==> src/rtl/plot_fifo_pkg.sv <==
// Shared pixel/done definitions for the drawer pipeline (circle, line, plot_fifo).
package plot_fifo_pkg;

    localparam int unsigned SCREEN_W = 160;
    localparam int unsigned SCREEN_H = 120;

    typedef struct packed {
        logic [7:0] x;
        logic [6:0] y;
        logic [2:0] colour;
    } pixel_t;

    typedef enum logic [1:0] {
        DONE_IDLE,
        DONE_PENDING,
        DONE_FIRE
    } done_state_t;

endpackage

==> src/rtl/plot_fifo_sync_fifo.sv <==
// Single-clock FIFO with occupancy count; writes while full and reads while empty are ignored.
module sync_fifo #(
    parameter int unsigned WIDTH = 18,
    parameter int unsigned DEPTH = 16
) (
    input  logic                     clk,
    input  logic                     rst,
    input  logic                     push,
    input  logic [WIDTH-1:0]         din,
    input  logic                     pop,
    output logic [WIDTH-1:0]         dout,
    output logic                     full,
    output logic                     empty,
    output logic [$clog2(DEPTH):0]   count
);

    localparam int unsigned AW = $clog2(DEPTH);

    logic [WIDTH-1:0] mem [DEPTH];
    logic [AW-1:0]    wr_ptr;
    logic [AW-1:0]    rd_ptr;
    logic             do_push;
    logic             do_pop;

    assign full    = (count == (AW+1)'(DEPTH));
    assign empty   = (count == '0);
    assign do_push = push & ~full;
    assign do_pop  = pop & ~empty;
    assign dout    = mem[rd_ptr];

    always_ff @(posedge clk) begin
        if (do_push) begin
            mem[wr_ptr] <= din;
        end
    end

    always_ff @(posedge clk) begin
        if (rst) begin
            wr_ptr <= '0;
            rd_ptr <= '0;
            count  <= '0;
        end else begin
            if (do_push) wr_ptr <= wr_ptr + AW'(1);
            if (do_pop)  rd_ptr <= rd_ptr + AW'(1);
            if (do_push && !do_pop)      count <= count + (AW+1)'(1);
            else if (do_pop && !do_push) count <= count - (AW+1)'(1);
        end
    end

endmodule

==> src/rtl/plot_fifo.sv <==
// Clips drawer pixels to the screen, buffers them, drains to the VGA adapter
// under valid/ready and pulses done once everything accepted has been delivered.
module plot_fifo #(
    parameter int unsigned DEPTH    = 16,
    parameter int unsigned SCREEN_W = plot_fifo_pkg::SCREEN_W,
    parameter int unsigned SCREEN_H = plot_fifo_pkg::SCREEN_H
) (
    input  logic        clk,
    input  logic        rst,
    input  logic [7:0]  in_x,
    input  logic [6:0]  in_y,
    input  logic [2:0]  in_colour,
    input  logic        in_plot,
    input  logic        in_done,
    input  logic        stat_clr,
    output logic [7:0]  vga_x,
    output logic [6:0]  vga_y,
    output logic [2:0]  vga_colour,
    output logic        vga_plot,
    input  logic        vga_ready,
    output logic        done,
    output logic        empty,
    output logic        overflow,
    output logic [15:0] clip_cnt
);

    import plot_fifo_pkg::*;

    localparam logic [8:0] X_LIM = 9'(SCREEN_W);
    localparam logic [7:0] Y_LIM = 8'(SCREEN_H);

    pixel_t                 in_pix;
    pixel_t                 head;
    logic                   clipped;
    logic                   wr_en;
    logic                   ovf_event;
    logic                   load;
    logic                   fifo_full;
    logic                   fifo_empty;
    logic [$clog2(DEPTH):0] fifo_count;
    done_state_t            state;
    done_state_t            state_n;
    logic                   wait_fall;

    assign in_pix    = {in_x, in_y, in_colour};
    assign clipped   = in_plot & (({1'b0, in_x} >= X_LIM) | ({1'b0, in_y} >= Y_LIM));
    // Full is judged on the start-of-cycle count, so a same-cycle read never makes room.
    assign wr_en     = in_plot & ~clipped & ~fifo_full;
    assign ovf_event = in_plot & ~clipped & fifo_full;
    assign load      = ~fifo_empty & (~vga_plot | vga_ready);
    assign empty     = (fifo_count == '0) & ~vga_plot;

    sync_fifo #(
        .WIDTH ($bits(pixel_t)),
        .DEPTH (DEPTH)
    ) u_fifo (
        .clk   (clk),
        .rst   (rst),
        .push  (wr_en),
        .din   (in_pix),
        .pop   (load),
        .dout  (head),
        .full  (fifo_full),
        .empty (fifo_empty),
        .count (fifo_count)
    );

    always_ff @(posedge clk) begin
        if (rst) begin
            vga_x      <= '0;
            vga_y      <= '0;
            vga_colour <= '0;
            vga_plot   <= 1'b0;
        end else if (load) begin
            vga_x      <= head.x;
            vga_y      <= head.y;
            vga_colour <= head.colour;
            vga_plot   <= 1'b1;
        end else if (vga_ready) begin
            vga_plot   <= 1'b0;
        end
    end

    always_ff @(posedge clk) begin
        if (rst || stat_clr) begin
            clip_cnt <= '0;
            overflow <= 1'b0;
        end else begin
            if (clipped && clip_cnt != '1) clip_cnt <= clip_cnt + 16'd1;
            if (ovf_event)                 overflow <= 1'b1;
        end
    end

    // wait_fall blocks re-arming until in_done has dropped after a pulse.
    always_ff @(posedge clk) begin
        if (rst) begin
            state     <= DONE_IDLE;
            wait_fall <= 1'b0;
        end else begin
            state <= state_n;
            if (state == DONE_FIRE && in_done) wait_fall <= 1'b1;
            else if (!in_done)                 wait_fall <= 1'b0;
        end
    end

    always_comb begin
        state_n = state;
        done    = 1'b0;
        case (state)
            DONE_IDLE: begin
                if (in_done && !wait_fall) state_n = DONE_PENDING;
            end
            DONE_PENDING: begin
                if (fifo_empty && !vga_plot && !wr_en) state_n = DONE_FIRE;
            end
            DONE_FIRE: begin
                done    = 1'b1;
                state_n = DONE_IDLE;
            end
            default: state_n = DONE_IDLE;
        endcase
    end

endmodule

==> config.mk <==
export PLATFORM = sky130hd
export DESIGN_NAME = plot_fifo
export DESIGN_NICKNAME = d
export VERILOG_FILES = /design/src/rtl/plot_fifo_pkg.sv /design/src/rtl/plot_fifo_sync_fifo.sv /design/src/rtl/plot_fifo.sv
export SDC_FILE = /design/constraint.sdc
export NUM_CORES = 1
export LEC_CHECK = 0
export CAP_MARGIN = 0
export CORE_MARGIN = 2
export CORE_UTILIZATION = 25
export DETAILED_ROUTE_END_ITERATION = 16
export PLACE_DENSITY = 0.51
export SLEW_MARGIN = 20
export SYNTH_ARGS = -nofsm -noshare
export SYNTH_HDL_FRONTEND = slang
export SYNTH_HIERARCHICAL = 1
export SYNTH_SLANG_ARGS = --single-unit
==> constraint.sdc <==
create_clock -name clk -period 6.95 [get_ports clk]
set_clock_uncertainty 0.05 [all_clocks]
set_input_delay 1.0425 -clock clk [delete_from_list [all_inputs] [get_ports clk]]
set_output_delay 1.0425 -clock clk [all_outputs]
set_load 0.05 [all_outputs]
Word level (Yosys, flattened, before mapping)

Memory sizes are Yosys's and may differ from the RTL's. A register that Yosys moved wholly into a read port is not among the register bits.
Cells that the tools add are included.

Flip-flop bits (word level): 34
Latch bits: 0
Bits in writable memories: 288
Bits in read-only memories: 0
Bits of input ports: 24
Output and inout port bits: 38
Word-level logic and storage cells: 67
Memories: 1

Add/sub/neg operators: 5
Multipliers: 0
Divide/modulo/power cells: 0
$lt $le $gt $ge: 2
Equality and inequality tests: 7
Shift operators: 0
Multiplexer cells: 12
Bitwise operators: 14
Reductions and logical operators: 18

Memory list:

| name       | words | width | read ports | clocked after Yosys merged registers in | write ports | line                      | source |
|---|---|---|---|---|---|---|---|
| u_fifo.mem | 16    | 18    | 1          | 1                                       | 1           | plot_fifo_sync_fifo.sv:19 | `logic [WIDTH-1:0] mem [DEPTH];` |

Operators with widths:

| operator              | count |
|---|---|
| $add 16x1->16 const B | 1 |
| $ne 16x16->1 const B  | 1 |
| $mux 5                | 2 |
| $add 4x1->4 const B   | 2 |
| $and 1x1->1           | 8 |
| $ge 8x8->1 const B    | 1 |
| $ge 7x7->1 const B    | 1 |
| $logic_and 1x1->1     | 7 |
| $mux 1                | 7 |
| $add 5x1->5 const B   | 1 |
| $eq 5x5->1 const B    | 1 |
| $logic_not 1->1       | 5 |
| $logic_not 5->1       | 1 |
| $sub 5x1->5 const B   | 1 |
| $mux 2                | 2 |
| $ne 2x2->1 const B    | 2 |
| $not 1->1             | 4 |
| $pmux 2 s2            | 1 |
| $reduce_bool 2->1     | 2 |
| $eq 2x1->1 const B    | 1 |
| $eq 2x2->1 const B    | 1 |
| $logic_not 2->1       | 1 |
| $ne 2x1->1 const B    | 1 |
| $or 1x1->1            | 2 |
| 2 further kinds       | 2 |

Longest topological paths before layout

Word-level depth: 11
Depth in mapped cells: 15
Mapped depth without buffers: 13

By module

The synthesis kept the hierarchy.

By module, submodules not included:

| module    | times used | cells an instance | area an instance (um^2) |
|---|---|---|---|
| sync_fifo | 1          | 552               | 11663.7 |
| plot_fifo | 1          | 210               | 1709.1 |

Worst setup path after synthesis

No wires, ideal clock.

Kind: input port to flip-flop
From: input port in_x[6]
To: memory u_fifo.mem[0][0] (enable)
Setup time: 416 ps
Data arrival time: 3251 ps
Required time: 6484 ps
Slack: 3233 ps
Stages: 7
Buffers on the path: 1
Cells stage by stage: o21ai_0 > and2_1 > and3_1 > o21a_1 > buf_6 > nand2_1 > nor3_1

Cells in the longest elaborated chain, start to end: 9

Ends and longest elaborated chain:

| what                         | line                      | source |
|---|---|---|
| from (decl)                  | plot_fifo.sv:10           | `input logic [7:0] in_x,` |
| $ge 8x8->1                   | plot_fifo.sv:46           | `assign clipped = in_plot & (({1'b0, in_x} >= X_LIM) \| ({1'b0, in_y} >= Y_LIM));` |
| $or 1x1->1                   | plot_fifo.sv:46           |  |
| $and 1x1->1                  | plot_fifo.sv:46           |  |
| $not 1->1                    | plot_fifo.sv:48           | `assign wr_en = in_plot & ~clipped & ~fifo_full;` |
| $and 1x1->1 (2 in series)    | plot_fifo.sv:48           |  |
| named net wr_en              | plot_fifo.sv:35           | `logic wr_en;` |
| $and 1x1->1                  | plot_fifo_sync_fifo.sv:27 | `assign do_push = push & ~full;` |
| named net u_fifo.do_push     | plot_fifo_sync_fifo.sv:22 | `logic do_push;` |
| $mux 1                       | plot_fifo_sync_fifo.sv:32 | `if (do_push) begin` |
| $mux 1 (not written as such) | plot_fifo_sync_fifo.sv:33 | `mem[wr_ptr] <= din;` |
| to (decl)                    | plot_fifo_sync_fifo.sv:19 |  |

The timed path passes the listed nets, and every way through them passes these cells.

Worst setup path in the final report

From: register u_fifo.count[0]
To: register u_fifo.count[4]

Cells in the longest elaborated chain, start to end: 7

Ends and longest elaborated chain:

| what                                        | line                                       | source |
|---|---|---|
| from (decl)                                 | plot_fifo_sync_fifo.sv:14                  | `output logic [$clog2(DEPTH):0] count` |
| from (signal assigned)                      | plot_fifo_sync_fifo.sv:45                  | `if (do_push && !do_pop) count <= count + (AW+1)'(1);` |
| from (signal assigned)                      | plot_fifo_sync_fifo.sv:46                  | `else if (do_pop && !do_push) count <= count - (AW+1)'(1);` |
| $logic_not 5->1 *                           | plot_fifo_sync_fifo.sv:26                  | `assign empty = (count == '0);` |
| named net fifo_empty                        | plot_fifo.sv:39                            | `logic fifo_empty;` |
| $not 1->1 *                                 | plot_fifo_sync_fifo.sv:28, plot_fifo.sv:50 |  |
| $and 1x1->1                                 | plot_fifo.sv:50                            | `assign load = ~fifo_empty & (~vga_plot \| vga_ready);` |
| $and 1x1->1 *                               | plot_fifo_sync_fifo.sv:28                  | `assign do_pop = pop & ~empty;` |
| $logic_not 1->1                             | plot_fifo_sync_fifo.sv:45                  |  |
| $logic_and 1x1->1                           | plot_fifo_sync_fifo.sv:45                  |  |
| $mux 5 or $reduce_bool 2->1 (tied branches) | n/a                                        |  |

The timed path passes the listed nets; every way through them passes the cells marked *. The select of a mux whose other input is x is not followed.
A chain may end at the register's enable or synchronous reset.

==> impl_metrics.py <==
metrics = {
    "status": {
        "status": "complete, no violations",
    },
    "worst_setup_path": {
        "slowest_stage": "or4_1",
        "worstPathCellList": "or4_1 -> nor2_1 -> inv_1 -> nand2_1 -> buf_4 -> clkinv_1 -> o21ai_2 -> ha_1 -> inv_1 -> ha_1 -> a21oi_1 -> a211oi_1 -> a31oi_1 -> mux2_2",
        "critPathKind": "register to register",
        "cp.depth": 14,
        "rr_startpoint": "u_fifo/count[0]",
        "cp.arrival_ns": 4.68,
        "r2r_end": "u_fifo/count[4]",
        "critPathCapture": "u_fifo/count[4]",
        "crit_start": "u_fifo/count[0]",
        "startpoint_type": "register",
        "end_kind": "register",
        "crit_family": "buffers and inverters",
        "r2r_slack_ns": 2.66,
        "crit_fanout": 21,
        "max_stage_delay_ns": 0.70,
        "critical_path_required_ns": 7.34,
        "reg2reg_depth": 14,
        "path_buf_inv": 4,
    },
    "clocking": {
        "cts_hold_buffers": 0,
        "cts_setup_buffers": 0,
        "cts_resized": 0,
        "tritoncts": "yes",
        "h-tree-depth": 2,
        "cts_buffers": 38,
        "clock-sinks": 344,
        "clk_pin_slew_ns": 0.06,
        "clock_latency_ns": 0.56,
        "root_buffer": "clkbuf_16",
        "cts_buffer_depth": 3,
    },
    "sta": {
        "worst_slew_pin_slew_ns": 0.8895,
        "fin_crit_ns": 4.293,
        "setup_viol": 0,
        "hold_violations": 0,
        "rsz0062_at_grt": "no",
        "final_max_slew_viol_count": 0,
        "fmaxAchievable_ghz": 0.2330,
        "max_slew_margin": 0.4070,
        "worst_slack_ns": 2.657,
        "min_period_over_period": 0.6176,
        "hold_slack_ns": 0.4087,
        "tns_ns": 0,
    },
    "floorplanning": {
        "dieWidth_um": 235.3,
        "num_rows": 84,
        "initial_core_util": 0.2535,
        "ios": 62,
        "core_um2": 52760,
        "die_y_um": 235.3,
        "die_area_um2": 55360,
    },
    "yosys": {
        "synth_top_family_by_area": "multiplexers",
        "synth-edff-count": 288,
        "synth_area_per_cell_um2": 17.55,
        "async_reset_ff_frac": 0,
        "synth_compound_area_frac": 0.04949,
        "ys_ff_latch": 344,
        "synth_fa_ha_area_frac": 0.01085,
        "yosysSeqAreaShare": 0.7305,
        "synth-main-ff-cell": "edfxtp_1",
        "ys_types": 52,
        "netlist_area_um2": 13370,
        "synth_xor_area_frac": 0.005240,
        "synthSimpleGateAreaFrac": 0.06250,
        "postSynthCellCount": 762,
        "syn_nets": 797,
        "yosys_warnings": 6,
        "synth.area.mux_share": 0.1266,
    },
    "detailed_routing": {
        "drt-pass1-iter-count": 4,
        "ant_nets": 0,
        "vias": 7116,
        "avgViaCountPerCell": 4.550,
        "routedWlPerCell_um": 20.16,
        "drc": 0,
        "wirelength_mm": 31.53,
        "drtIter0Drc": 510,
    },
    "worst_hold_path": {
        "hp-class": "register to register",
        "holdCritStartpoint": "vga_y[6]",
    },
    "placed_design": {
        "gp_congestion": 0.7239,
        "post-place-ws_ns": 2.250,
        "port_buffers": 61,
        "hpwl_mm": 18.67,
        "place_inst": 1495,
    },
    "power": {
        "ir_worst_vdd_mv": 0.1547,
        "power.leakage_nw": 5.116,
        "p_total_w": 0.005681,
        "powerDensity_nw_per_um2": 349.6,
    },
    "global_routing": {
        "first_global_vias": 7440,
        "grt_max_degree": 58,
        "antenna_found_initial": 0,
        "grt_use_total": 0.1143,
        "overflow": 0,
        "grt_pass1_wl_mm": 47.46,
    },
    "layout": {
        "areaGrowthSynthToFinish_pct": 21.51,
        "instances_no_fill": 1564,
        "drive_above_1_share": 0.2158,
        "antenna_cells": 0,
        "finalNetCount": 882,
    },
    "job": {
        "cap_violations": 0,
    },
}
-- tightest hold or removal path, stage by stage, from the launching register on --
cell,delay (ns)
dfxtp_1,0.31
nand2_1,0.05
a21oi_1,0.05
-- placed cells by master (no fill, tap or decap), types with 7 or more instances in the layout --
master,count
or4_1,13
mux4_2,72
nand2_1,72
edfxtp_1,288
clkinv_2,10
clkdlybuf4s50_1,60
nor2_1,26
a21oi_1,34
nor2_2,12
dfxtp_1,54
a22oi_1,36
buf_4,24
clkbuf_16,38
o31ai_1,9
ha_1,10
bufinv_16,7
-- stage by stage --
stage | utilization | area [um2]
3_3_place_gp | 0.2827 | 14910
4_1_cts | 0.3080 | 16250
6_report | 0.3080 | 16250
2_1_floorplan | - | 13370
5_1_grt | 0.3080 | 16250
3_5_place_dp | 0.2828 | 14920
-- how the worst min path moves through the flow --
stage | to | depth (start not counted)
after floorplan | state[0] | 2
after global placement | vga_x[7] | 2
after detailed placement | vga_y[6] | 2
after CTS | vga_y[6] | 2
after global routing | vga_x[7] | 2
final | vga_y[6] | 2
-- metal layers --
| layer | part of all wire | vias up | global-route usage | wire length (um) |
|---|---|---|---|---|
| met2 | 0.50 | 129 | 0.1960 | 15830 |
| met3 | 0.039 | 43 | 0.02029 | 1217 |
| met5 | 0 | - | 0 | 0 |
| met4 | 0.021 | 0 | 0.03957 | 677 |
| li1 | - | 3224 | - | - |
| met1 | 0.44 | 3720 | 0.1457 | 13800 |
-- report_power, final --
part           internal (W)  switching [W]
Clock               0.00130       0.000830
Combinational      0.000467       0.000637
Sequential          0.00233       0.000116
Total               0.00410        0.00158
-- logic make-up (layout without fill, tap and decap cells) --
kind of cell,after synthesis,count (layout)
muxes,79,79
DFF,344,344
buffers and inverters,47,161
xor gates and xnor gates,8,8
and+or+nand+nor,173,173
adders and majority gates,11,11
AOI/OAI and AO/OA,100,100
-- Yosys cell counts (2+ instances only) --
library cell  instances  share of area
nor4_1                2        0.00094
a22oi_1              36          0.020
and2_1                2        0.00094
or4_1                13         0.0073
mux4_2               72           0.12
a31oi_1               3         0.0014
dfxtp_1              56          0.084
ha_1                 10         0.0094
nand2_1              72          0.020
or3_1                 6         0.0028
o211ai_1              4         0.0022
or2_2                 2        0.00094
edfxtp_1            288           0.65
mux2i_1               6         0.0045
nand3_1               6         0.0022
and3_1                6         0.0028
xor2_1                6         0.0039
nor2_1               39          0.011
nand2b_1              3         0.0014
inv_1                 6         0.0017
buf_1                 2        0.00056
clkbuf_1             26         0.0073
o21ai_0               5         0.0019
buf_2                10         0.0037
xnor2_1               2         0.0013
a21oi_1              34          0.013
o31ai_1               9         0.0051
nor2b_1               3         0.0014
nand4_1               6         0.0028
nor3_1                5         0.0019
-- registers in the layout (all words and copies together), names as in the netlist, named ones only --
signal         cells
vga_x              8
wait_fall          1
state              2
vga_y              7
u_fifo/wr_ptr      4
overflow           1
vga_plot           1
u_fifo/count       5
u_fifo/mem       288
u_fifo/rd_ptr      4
clip_cnt          16
vga_colour         3
-- layout make-up --
type                            count  area, um2
Inverter                            7      26.28
Sequential cell                   344       9777
Clock inverter                     24      334.1
Fill cell                        5156      36510
Tap cell                          688      860.8
Clock buffer                       45      997.2
Timing Repair Buffer               85      785.8
Multi-Input combinational cell    371       3468
Power figures use the tool's default switching activity.
